## config.mk

```make
export PLATFORM = sky130hd
export DESIGN_NAME = hazard_ctrl
export DESIGN_NICKNAME = d
export VERILOG_FILES = /design/src/rtl/hazard_ctrl.sv
export SDC_FILE = /design/constraint.sdc
export NUM_CORES = 1
export LEC_CHECK = 0
export CAP_MARGIN = 20
export CORE_MARGIN = 2
export CORE_UTILIZATION = 40
export DETAILED_ROUTE_END_ITERATION = 16
export GPL_ROUTABILITY_DRIVEN = 0
export GPL_TIMING_DRIVEN = 0
export MAX_ROUTING_LAYER = met4
export PLACE_DENSITY = 0.81
export SYNTH_ARGS = -nofsm -noshare
export SYNTH_HDL_FRONTEND = slang
export SYNTH_SLANG_ARGS = --single-unit
```

## constraint.sdc

```tcl
create_clock -name clk -period 4.9 [get_ports clk]
set_clock_uncertainty 0.2 [all_clocks]
set_input_delay 0.98 -clock clk [delete_from_list [all_inputs] [get_ports clk]]
set_output_delay 0.98 -clock clk [all_outputs]
set_load 0.02 [all_outputs]
```

## src/rtl/hazard_ctrl.sv

```systemverilog
// Hazard control for the 5-stage RISC-V pipeline: mispredict flush, load-use
// bubbles via a hold FSM, freeze on data-memory wait, and saturating perf counters.
module hazard_ctrl #(
  parameter int XLEN   = 32,
  parameter int LU_CYC = 1,
  parameter int CNT_W  = 16
) (
  input  logic             clk,
  input  logic             reset,
  input  logic [XLEN-1:0]  ex_PC,
  input  logic             mem_valid,
  input  logic [XLEN-1:0]  mem_pc_target,
  input  logic             mem_hit,
  input  logic             mem_pred,
  input  logic             mem_taken,
  input  logic [1:0]       mem_jump,
  input  logic [6:0]       id_opcode,
  input  logic [4:0]       id_rs1,
  input  logic [4:0]       id_rs2,
  input  logic             ex_memread,
  input  logic [4:0]       ex_rd,
  input  logic             dmem_ready,
  output logic             flush,
  output logic             stall,
  output logic             freeze,
  output logic [CNT_W-1:0] mispred_cnt,
  output logic [CNT_W-1:0] stall_cnt
);

  localparam int HC_W = 3;
  localparam logic [HC_W-1:0] HOLD_INIT = HC_W'(LU_CYC - 1);
  localparam bit MULTI_CYC = (LU_CYC > 1);

  localparam logic [6:0] OP_R     = 7'b0110011;
  localparam logic [6:0] OP_S     = 7'b0100011;
  localparam logic [6:0] OP_B     = 7'b1100011;
  localparam logic [6:0] OP_JAL   = 7'b1101111;
  localparam logic [6:0] OP_LUI   = 7'b0110111;
  localparam logic [6:0] OP_AUIPC = 7'b0010111;

  typedef enum logic {
    ST_IDLE = 1'b0,
    ST_HOLD = 1'b1
  } state_t;

  state_t          state_q, state_d;
  logic [HC_W-1:0] hold_q, hold_d;

  logic taken_eff;
  logic pred_hit;
  logic jalr_bad_tgt;
  logic mispredict;
  logic rs1_used;
  logic rs2_used;
  logic hazard;

  // Mispredict resolution for the instruction currently in MEM
  always_comb begin
    taken_eff    = mem_taken | mem_jump[1];
    pred_hit     = mem_pred & mem_hit;
    jalr_bad_tgt = (mem_jump == 2'b11) & pred_hit & (mem_pc_target != ex_PC);
    mispredict   = mem_valid & ((~taken_eff & pred_hit) |
                                (taken_eff & ~pred_hit) |
                                jalr_bad_tgt);
  end

  // Register-use decode for the ID instruction and load-use detection
  always_comb begin
    rs1_used = (id_opcode != OP_JAL) & (id_opcode != OP_LUI) & (id_opcode != OP_AUIPC);
    rs2_used = (id_opcode == OP_R) | (id_opcode == OP_S) | (id_opcode == OP_B);
    hazard   = ex_memread & (ex_rd != 5'd0) &
               ((rs1_used & (id_rs1 == ex_rd)) | (rs2_used & (id_rs2 == ex_rd)));
  end

  always_ff @(posedge clk) begin
    if (reset) begin
      state_q <= ST_IDLE;
      hold_q  <= '0;
    end else begin
      state_q <= state_d;
      hold_q  <= hold_d;
    end
  end

  // Next-state: a frozen cycle leaves the FSM untouched
  always_comb begin
    state_d = state_q;
    hold_d  = hold_q;
    if (!freeze) begin
      unique case (state_q)
        ST_IDLE: begin
          if (!flush && hazard && MULTI_CYC) begin
            state_d = ST_HOLD;
            hold_d  = HOLD_INIT;
          end
        end
        ST_HOLD: begin
          if (flush) begin
            state_d = ST_IDLE;
            hold_d  = '0;
          end else if (hold_q <= HC_W'(1)) begin
            state_d = ST_IDLE;
            hold_d  = '0;
          end else begin
            hold_d  = hold_q - HC_W'(1);
          end
        end
        default: begin
          state_d = ST_IDLE;
          hold_d  = '0;
        end
      endcase
    end
  end

  // Outputs are forced low during reset even though they are combinational
  always_comb begin
    freeze = ~reset & ~dmem_ready;
    flush  = ~reset & ~freeze & mispredict;
    stall  = ~reset & ~freeze & ~flush & ((state_q == ST_IDLE) ? hazard : 1'b1);
  end

  logic [1:0]       cnt_inc;
  logic [CNT_W-1:0] cnt_q [2];

  assign cnt_inc = {stall, flush};

  generate
    for (genvar gi = 0; gi < 2; gi++) begin : g_cnt
      always_ff @(posedge clk) begin
        if (reset) begin
          cnt_q[gi] <= '0;
        end else if (cnt_inc[gi] && (cnt_q[gi] != {CNT_W{1'b1}})) begin
          cnt_q[gi] <= cnt_q[gi] + CNT_W'(1);
        end
      end
    end
  endgenerate

  assign mispred_cnt = cnt_q[0];
  assign stall_cnt   = cnt_q[1];

endmodule

```

# ---- After elaboration in Yosys (flattened, before gate mapping)
# Memories as Yosys holds them, arrays and structs flattened.
# Cells that the tools add are included.
dict set report totals {
  mem_bits_rw 32
  ff_bits 4
  memories 1
  latchBits 0
  wordCells 70
  in_bits 96
  output_inout_bits 35
  romBits 0
}
# name words word_bits read_ports rd_clocked_by_memory_dff wr line
set mem_list {}
lappend mem_list {cnt_q 2 16 2 0 2 124} ;# logic [CNT_W-1:0] cnt_q [2];
dict set report classes {
  add_sub_neg 3
  eq_ne 12
  div 0
  shift 0
  bitwise 31
  mul 0
  reduce_logical 4
  order_cmp 1
  mux 16
}
# operator n
set op_table {}
lappend op_table {{$add 16x1->16 const B} 2}
lappend op_table {{$mux 16} 2}
lappend op_table {{$ne 16x16->1 const B} 2}
lappend op_table {{$ne 32x32->1} 1}
lappend op_table {{$and 1x1->1} 17}
lappend op_table {{$eq 7x6->1 const B} 2}
lappend op_table {{$mux 1} 12}
lappend op_table {{$eq 5x5->1} 2}
lappend op_table {{$or 1x1->1} 8}
lappend op_table {{$eq 7x7->1 const B} 1}
lappend op_table {{$ne 7x5->1 const B} 1}
lappend op_table {{$ne 7x6->1 const B} 1}
lappend op_table {{$ne 7x7->1 const B} 1}
lappend op_table {{$mux 3} 2}
lappend op_table {{$not 1->1} 6}
lappend op_table {{$reduce_bool 5->1} 1}
lappend op_table {{$le 3x1->1 const B} 1}
lappend op_table {{$sub 3x1->3 const B} 1}
lappend op_table {{$eq 2x2->1 const B} 1}
lappend op_table {{$logic_and 1x1->1} 2}
lappend op_table {{$reduce_and 2->1} 1}

# ---- Longest topological paths before layout
# Gate-level depths: netlist of run 1.
dict set report depth {
  word_depth 15
  mapped_depth 7
  mapped_depth_nobuf 7
}

# ---- Worst setup path before layout of run 1
# OpenSTA, ideal clock, no wires.
dict set report synth_path {
  path_kind {input -> register}
  from {input id_opcode[3]}
  to {memory cnt_q[1][0], enable pin}
  cell_stages 7
  path_buffers 1
  arrival_time_ns 3.186
  slack_ns 1.122
  required_time_ns 4.308
  setup_time_ns 0.392
  cell_sequence {or3b_1 nor4_1 a41oi_1 a221oi_2 nand3_4 buf_6 o21bai_1}
}
# item line
set synth_lines {}
lappend synth_lines {{start: declaration} 17} ;# input logic [6:0] id_opcode,
lappend synth_lines {{end: declaration} 124}

# ---- Worst setup path in the final report of run 1
dict set report layout_path {
  from {input id_opcode[5]}
  to {output stall}
}
dict set report layout_via {
  elab_chain_cells 8
  word_cells_on_any_way 16
  cone_classes {6 x eq/ne; 1 x mux; 9 x bitwise}
}
# item line
set layout_lines {}
lappend layout_lines {{$ne 7x7->1 (tied with other cells)} 69} ;# rs1_used = (id_opcode != OP_JAL) & (id_opcode != OP_LUI) & (id_opcode != OP_AUIPC);
lappend layout_lines {{$and 1x1->1 / $or 1x1->1 (equally long branches) (2 in a row)} {69, 70}}
lappend layout_lines {{$and 1x1->1} 72} ;# ((rs1_used & (id_rs1 == ex_rd)) | (rs2_used & (id_rs2 == ex_rd)));
lappend layout_lines {{$or 1x1->1 *} 72}
lappend layout_lines {{$and 1x1->1 *} 71} ;# hazard = ex_memread & (ex_rd != 5'd0) &
lappend layout_lines {{$mux 1 *} 120} ;# stall = ~reset & ~freeze & ~flush & ((state_q == ST_IDLE) ? hazard : 1'b1);
lappend layout_lines {{$and 1x1->1 *} 120}
lappend layout_lines {{end: declaration} 24} ;# output logic stall,
# Mark *: on every way between the ends. The rest lies on a longest branch, timed or not.

==> results, run 1 <==
- The run finished with clean final reports.
- Yosys printed 0 warnings.
- For this design the ratio of total power to cell area is 192 nW/µm².
- The critical path contains buffers and inverters numbering 4 combined.
- Entering global routing, the biggest net connects 17 pins.
- The synthesized netlist devotes 1.99% of its cell area to adder and majority cells.
- The startpoint type of the worst setup path is an input port.
- The type of destination of the critical path is an output port.
- The clock reaches the later pin of the worst-skew pair after 0.29 ns.
- The I/O pin total is 131.
- The worst hold margin is 0.264 ns.
- At the pin with the least slew margin, the transition time is 0.668 ns.
- The worst setup path is of the in2out kind.
- The time the worst path needs with I/O delays and setup is 4.42 ns.
- The placed instance area is 3910 µm².
- In this run the static leakage power is 1.33 nW.
- In the final timing run, aggregate negative setup slack is 0 ns.
- The floorplan has 28 rows.
- The die is 83.3 µm wide.
- The H-tree was split into 2 levels.
- The share of flip-flops with an asynchronous set or reset is 0%.
- The final HPWL from detailed placement is 5.51 mm.
- The total count of max-transition violations in the final report is 0.
- The cell accounting for the most synthesized area is sky130_fd_sc_hd__edfxtp_1.
- Dividing the final minimum period by the clock period gives 90.2%.
- The pre-antenna-repair detailed-routing pass consisted of 4 iterations.
- Buffers inserted to repair hold after CTS numbered 0.
- The global-route wire length before repair is 11.2 mm.
- The growth of design area from synthesis to finish is 58.9%.
- Counting flops with a built-in enable in the synthesized netlist gives 32.
- The startpoint of the lowest-slack register-to-register path is cnt_q[0][0]$_SDFFCE_PN0P_.
- The cell chosen for the clock root is sky130_fd_sc_hd__clkbuf_8.
- In this run the worst setup path begins at id_opcode[5].
- The post-layout utilization of the core is 66.7%.
- For this run, the slowest stage of the critical path takes 0.48 ns.
- The final standard cell count with taps included and fillers excluded is 467.
- At the end of the flow, the number of nets in the layout was 492.
- The instance count of the mapped netlist is 255.
- The total detailed-routing wirelength is 6.66 mm.
- In the final routed layout, each cell accounts on average for 14.3 µm.
- The worst pin sits at a relative slew slack of 55.1%.
- The netlist uses 40 different library cells.
- The number of cells after detailed placement is 460.
- The floorplan step defined a core boundary enclosing 5990 µm².
- In the final layout, the multi-input gates occupy 1410 µm².
- The max-cap check violation count is 0.
- The data required time of the critical path is 3.72 ns.
- The critical path goes through clkdlybuf4s50_1 -> or3b_1 -> nor4_2 -> a41oi_1 -> a221oi_2 -> nand3_4 -> buf_6 -> inv_1 -> dlymetal6s2s_1.
- The number of clock buffers added by TritonCTS is 5.
- In this run the biggest area consumer among cell types represents 38.2% of the synthesized area.
- The final hold violation count is 0.
- The total global routing track utilization is 20.2%.
- In this run the most critical hold path is launched from hold_q[1]$_SDFFE_PP0P_.
- For this configuration, the core starts out at a cell density of 42.0%.
- The share of the synthesized area in compound gates (AO/OA/AOI/OAI) is 5.47%.
- The DRC marker count from the first detailed-route iteration is 110.
- The total global routing overflow is 0.
- The overall via count from detail_route is 2377.
- By count the netlist is led by sky130_fd_sc_hd__xnor2_1 (56), sky130_fd_sc_hd__edfxtp_1 (32), sky130_fd_sc_hd__nor2_1 (32), sky130_fd_sc_hd__nand2_1 (17), sky130_fd_sc_hd__nand3_1 (16).
- The finished cells cover 4000 µm².
- The clock tree from TritonCTS is done.
- The min-delay analysis places its worst path in the category reg2reg.
- Summing all flip-flop and latch instances after layout gives 1040 µm².
- The combinational family with the most area after synthesis is XOR/XNOR gates.
- The critical-path cell with the highest stage delay is sky130_fd_sc_hd__clkdlybuf4s50_1.
- The via density per instance is 5.09.
- The detail route stage leaves a number of antenna-violating nets equal to 0.
- The cell area after synthesis is 2510 µm².
- The cell family contributing the most delay on the critical path is buffers and inverters.
- The worst setup slack after placement is 0.0370 ns.
- After synthesis, the mean cell area works out to 9.86 µm².
- The filler cell count in the final layout is 506.
- Yosys attributes the largest share of cell area to sky130_fd_sc_hd__edfxtp_1 (38%), sky130_fd_sc_hd__xnor2_1 (20%), sky130_fd_sc_hd__xor2_1 (5.2%).
- After synthesis, the share of cell area in mux cells is 0.448%.
- Counting every net in the synthesized netlist gives 355.
- The worst IR drop on VDD is 0.000143 V.
- STA puts the critical path data arrival time at 3.24 ns.
- The maximum clock rate is 0.226 GHz.
- Counting every sink on the clock net gives 36.
- No sink is reached through more buffers than the 2 on the longest clock path.
- The count of state elements after synthesis is 36.
- The number of I/O port buffers is 129.
- In the synthesized netlist the dominant register cell turns out to be sky130_fd_sc_hd__edfxtp_1.
- The antenna cell count is 0.
- The fraction of the yosys area taken by sequential cells is 41.4%.
- The simple-gate share of the synthesized area is 23.3%.
- The clock-pin transition on the worst setup and hold timing paths is 0.07 ns.
- From bottom edge to top edge, the die measures 83.3 µm.
- The post-route total power is 0.766 mW.
- The most frequent cell after synthesis is sky130_fd_sc_hd__xnor2_1.
- Setup repair after global routing left no endpoint under its margin.
- Once the clock tree was built, the setup fixing pass inserted 0 buffers.
- Summing the areas of all xor and xnor instances in the mapped netlist gives 24.7% of the synthesized area.
- The remaining routing DRC violations is 0.
- The final setup violation count is 0.
- In this run the worst path has a maximum fanout of 10.
- Once the clock tree was built, the resizer swapped 0 gates to a different size.
- Of the cells placed in the final design, the portion with a size suffix greater than 1 is 4.59%.
- The floorplan die area is 6940 µm².
- The worst setup margin is 0.480 ns.
- The number of global-route vias before repair is 2478.
- The initial antenna violation count is 0.
## state kept, by name, indices dropped and copies added (netlist names)
signal,count
hold_q,3
state_q,1
cnt_q,32
## kinds of logic (layout without fill, tap and decap cells)
| group | Yosys count | count (layout) |
|---|---|---|
| AO/OA/AOI/OAI | 18 | 18 |
| adder cells (fa/ha/maj) | 4 | 4 |
| flip-flops | 36 | 36 |
| buffers and inverters | 13 | 150 |
| AND/OR/NAND/NOR | 112 | 112 |
| XOR/XNOR | 71 | 71 |
| multiplexers | 1 | 1 |
## power breakdown
| part | total [mW] | switching, mW | internal (mW) |
|---|---|---|---|
| clock network | 0.198 | 0.104 | 0.0939 |
| registers | 0.365 | 0.0161 | 0.349 |
| logic | 0.203 | 0.0765 | 0.127 |
## layout make-up
cell class | instances | area share (%)
plain buffers | 4 | 0.845
flip-flops and latches | 36 | 26.0
clock inverters | 2 | 0.188
well taps | 75 | 2.35
clock buffers | 5 | 1.72
inverters | 9 | 0.845
multi-input cells | 206 | 35.3
repair buffers | 130 | 32.7
## path summary, 6_finish.rpt
check	depth (start not counted)	slack (ns)	end
max	9	0.48	stall
min	2	0.26	hold_q[1]$_SDFFE_PP0P_
max reg2reg	7	2.11	cnt_q[0][13]$_SDFFCE_PN0P_
min reg2reg	2	0.26	hold_q[1]$_SDFFE_PP0P_
## per-layer routing
metal | up-vias | share of wire, % | track usage, %
met5 | - | 0 | -
met4 | 0 | 2.1 | 5.96
met3 | 13 | 5.3 | 4.17
met2 | 81 | 53 | 36.3
met1 | 1105 | 40 | 22.6
li1 | 1178 | - | -
## cells in the final DEF (no fill, tap or decap), types with 2 or more instances in the layout
| master | Yosys | layout |
|---|---|---|
| sky130_fd_sc_hd__and3_1 | 6 | 6 |
| sky130_fd_sc_hd__dfxtp_1 | 4 | 4 |
| sky130_fd_sc_hd__and2_1 | 2 | 2 |
| sky130_fd_sc_hd__clkdlybuf4s50_1 | 0 | 128 |
| sky130_fd_sc_hd__nor3_2 | 2 | 2 |
| sky130_fd_sc_hd__or3_1 | 2 | 2 |
| sky130_fd_sc_hd__o31ai_1 | 2 | 2 |
| sky130_fd_sc_hd__xor2_1 | 15 | 15 |
| sky130_fd_sc_hd__clkbuf_8 | 0 | 5 |
| sky130_fd_sc_hd__a21oi_1 | 4 | 4 |
| sky130_fd_sc_hd__nor4_1 | 3 | 2 |
| sky130_fd_sc_hd__nand4_1 | 12 | 12 |
| sky130_fd_sc_hd__nand3_1 | 16 | 16 |
| sky130_fd_sc_hd__nor3_1 | 12 | 12 |
| sky130_fd_sc_hd__a211o_1 | 2 | 2 |
| sky130_fd_sc_hd__xnor2_1 | 56 | 56 |
| sky130_fd_sc_hd__ha_1 | 4 | 4 |
| sky130_fd_sc_hd__o21ai_0 | 2 | 2 |
| sky130_fd_sc_hd__edfxtp_1 | 32 | 32 |
| sky130_fd_sc_hd__clkinv_1 | 0 | 2 |
| sky130_fd_sc_hd__nor2_1 | 32 | 32 |
| sky130_fd_sc_hd__nand2_1 | 17 | 17 |
| sky130_fd_sc_hd__buf_6 | 2 | 3 |
| sky130_fd_sc_hd__inv_1 | 9 | 9 |
## worst min-delay path: stages, from the launching register on
cell and delay (ns):
sky130_fd_sc_hd__dfxtp_1 0.31, sky130_fd_sc_hd__nand2_1 0.05, sky130_fd_sc_hd__o31ai_1 0.06
Power figures use the tool's default switching activity.
==> inputs of run 2 (changes only) <==
- CORE_ASPECT_RATIO: default -> 1.25
==> run 2 against run 1 <==
Compared with the run above:
- cell area up 0.19%
- final cell count up 2.1%
- count of clock-buffer cells in the layout up 1
- routed wire length down 3.3%
- utilization down 1.3 points
- hold slack worse by 0.0018 ns
- critical path type unchanged
- critical endpoint is now flush
- largest cell class unchanged
==> results, run 2 (same netlist as run 1, synthesis figures left out) <==
- On the critical path, the stage with the largest delay is an instance of sky130_fd_sc_hd__clkdlybuf4s50_1.
- The transition time of the tightest slew-check pin is 0.650 ns (-0.0179 ns).
- The most frequent standard cell in the layout excluding fill and tap cells is sky130_fd_sc_hd__clkdlybuf4s50_1.
- The clock network latency to the later pin of the worst-skew pair is 0.28 ns (about the same).
- The TritonCTS buffer count came to 5 (unchanged).
- The largest net degree at the start of global routing is 17 (unchanged).
- The largest registers in the layout are cnt_q (32), hold_q (3), state_q (1).
- The post-layout utilization of the core is 65.4% (-1.3 points).
- The classification of the worst-slack hold path is reg2reg.
- The setup TNS came to 0 ns (unchanged).
- The initial antenna violation count is 0 (unchanged).
- The number of core rows came to 32 (+14%).
- The total count of max-transition violations in the final report is 0 (unchanged).
- The initial standard-cell utilization of the core is 41.1% (-0.93 points).
- The area inside the core boundary is 6130 µm² (+2.3%).
- The final worst-path cycle share is 90.6% (+0.42 points).
- The total global routing overflow is 0 (unchanged).
- The remaining routing DRC violations is 0 (unchanged).
- The global-route wire length before repair is 10.9 mm (-2.4%).
- The worst setup path is launched from an input port.
- The number of cells after detailed placement is 470 (+2.2%).
- The placed instance area is 3920 µm² (+0.32%).
- The final standard cell count with taps included and fillers excluded came to 477 (+2.1%).
- The final non-filler cell area came to 4000 µm² (+0.19%).
- The normalized max-slew margin came to 56.5% (+1.4 points).
- The largest fanout of any net on the critical path came to 5 (-5).
- The DRC marker count from the first detailed-route iteration is 63 (-43%).
- The flip-flop count of the largest register, all copies and words added is 32 (unchanged).
- The post-route antenna net violation count is 0 (unchanged).
- The max-cap check violation count came to 0 (unchanged).
- The most numerous cell on the critical path is sky130_fd_sc_hd__clkdlybuf4s50_1.
- The number of global-route vias before repair is 2494 (+0.65%).
- The maximum clock rate came to 0.225 GHz (-0.46%).
- The final hold violation count came to 0 (unchanged).
- The overall via count from detail_route is 2337 (-1.7%).
- The I/O pin total is 131 (unchanged).
- Clock tree synthesis selected as its root buffer the cell sky130_fd_sc_hd__clkbuf_8.
- The number of I/O port buffers is 129 (unchanged).
- The number of hold buffers added after CTS is 0 (unchanged).
- The power density of the placed cells is 191 nW/µm² (-0.21%).
- The average wire per cell in the routed design is 13.5 µm (-5.3%).
- The clock-pin transition on the worst setup and hold timing paths is 0.07 ns (about the same).
- The number of H-tree levels is 2 (unchanged).
- The time the worst path needs with I/O delays and setup is 4.44 ns (+0.0204 ns).
- The final setup violation count was 0 (unchanged).
- The width of the die is 74.9 µm (-10%).
- The total detailed-routing wirelength is 6.44 mm (-3.3%).
- The type of destination of the critical path is an output port.
- The worst IR drop on VDD is 0.000134 V (-6.8%).
- The data required time of the critical path is 3.72 ns (about the same).
- The antenna cell count is 0 (unchanged).
- The number of iterations in the first detailed-routing pass came to 4 (unchanged).
- In the layout the commonest cells are sky130_fd_sc_hd__clkdlybuf4s50_1 (128), sky130_fd_sc_hd__xnor2_1 (56), sky130_fd_sc_hd__nor2_1 (32), sky130_fd_sc_hd__edfxtp_1 (32), sky130_fd_sc_hd__nand2_1 (17).
- The clock tree from TritonCTS is done.
- Traced cell by cell, the critical path runs through clkdlybuf4s50_1 -> xnor2_1 -> nand4_1 -> nor4_1 -> a211o_1 -> a21oi_1 -> clkdlybuf4s50_1.
- The critical path is of the in2out type.
- The floorplan die area is 6940 µm² (about the same).
- Counting flops per register, the top entry is cnt_q.
- Setup repair after global routing left no endpoint under its margin.
- The area growth from synthesis to layout is 59.2%.
- The die span in y was 92.7 µm (+11%).
- The total global routing track utilization is 20.5% (+0.32 points).
- The final HPWL from detailed placement is 5.35 mm (-2.8%).
- The longest individual stage delay on the worst path came to 0.58 ns (+0.10 ns).
- The number of nets in the final layout is 492 (unchanged).
- The static leakage power came to 1.33 nW (+0.12%).
- The layout cell share with drive strength beyond 1 is 4.59% (unchanged).
- The flow ran to the end, and the final reports show no timing, DRC or antenna violations.
- The arrival time reported for the critical path endpoint came to 3.26 ns (+0.02 ns).
- The maximum buffer depth of the clock tree is 2 (unchanged).
- The via density per instance is 4.90 (-3.7%).
- The total number of clock tree sinks is 36 (unchanged).
==> run 2: worst max-delay path, delay by kind of cell <==
kind	cells	cell delay, ns
buffers and inverters	2	1.05
XOR/XNOR	1	0.12
AO/OA/AOI/OAI	2	0.54
AND/OR/NAND/NOR	2	0.56
==> run 2: path summary, 6_finish.rpt <==
check,start,end,slack [ns],cells after the start
setup reg to reg,cnt_q[1][0]$_SDFFCE_PN0P_,cnt_q[1][11]$_SDFFCE_PN0P_,2.00,8
hold / removal,hold_q[1]$_SDFFE_PP0P_,hold_q[1]$_SDFFE_PP0P_,0.26,2
hold reg to reg,hold_q[1]$_SDFFE_PP0P_,hold_q[1]$_SDFFE_PP0P_,0.26,2
setup / recovery,ex_PC[18],flush,0.46,7
==> run 2: cell type report <==
cell class              count  area (µm²)
plain buffers               4        33.8
clock buffers               6        72.6
clock inverters             1        5.00
fillers                   500        2120
inverters                   9        33.8
multi-input cells         206        1410
flip-flops and latches     36        1040
well taps                  85         106
repair buffers            130        1310
==> run 2: through the flow <==
step	worst slack (ns)	hold WS [ns]	total power [mW]
floorplan	1.12	0.225	0.449
global placement	0.0359	0.242	0.570
detailed placement	0.0936	0.249	0.575
CTS	0.0914	0.262	0.774
global route	0.317	0.295	0.799
finish	0.460	0.262	0.766
==> run 2: what timing repair did <==
action / in CTS / in global routing
gates resized for setup: 0 / 1
endpoints found under the setup margin: 0 / 1
buffers inserted: 0 / 0
==> run 2: power breakdown <==
part           total (mW)  switching, mW  leakage [nW]  internal (mW)
combinational       0.203         0.0758         0.920          0.127
clock               0.199          0.102        0.0410         0.0967
sequential          0.365         0.0161         0.366          0.349
total               0.766          0.194          1.33          0.572
==> run 2: routing by layer <==
metal,part of all wire (%),wire length [µm],track usage [%]
met5,0,0,-
met2,55,3560,36.3
met4,1.1,69,4.76
met1,37,2410,22.8
met3,6.3,407,5.11
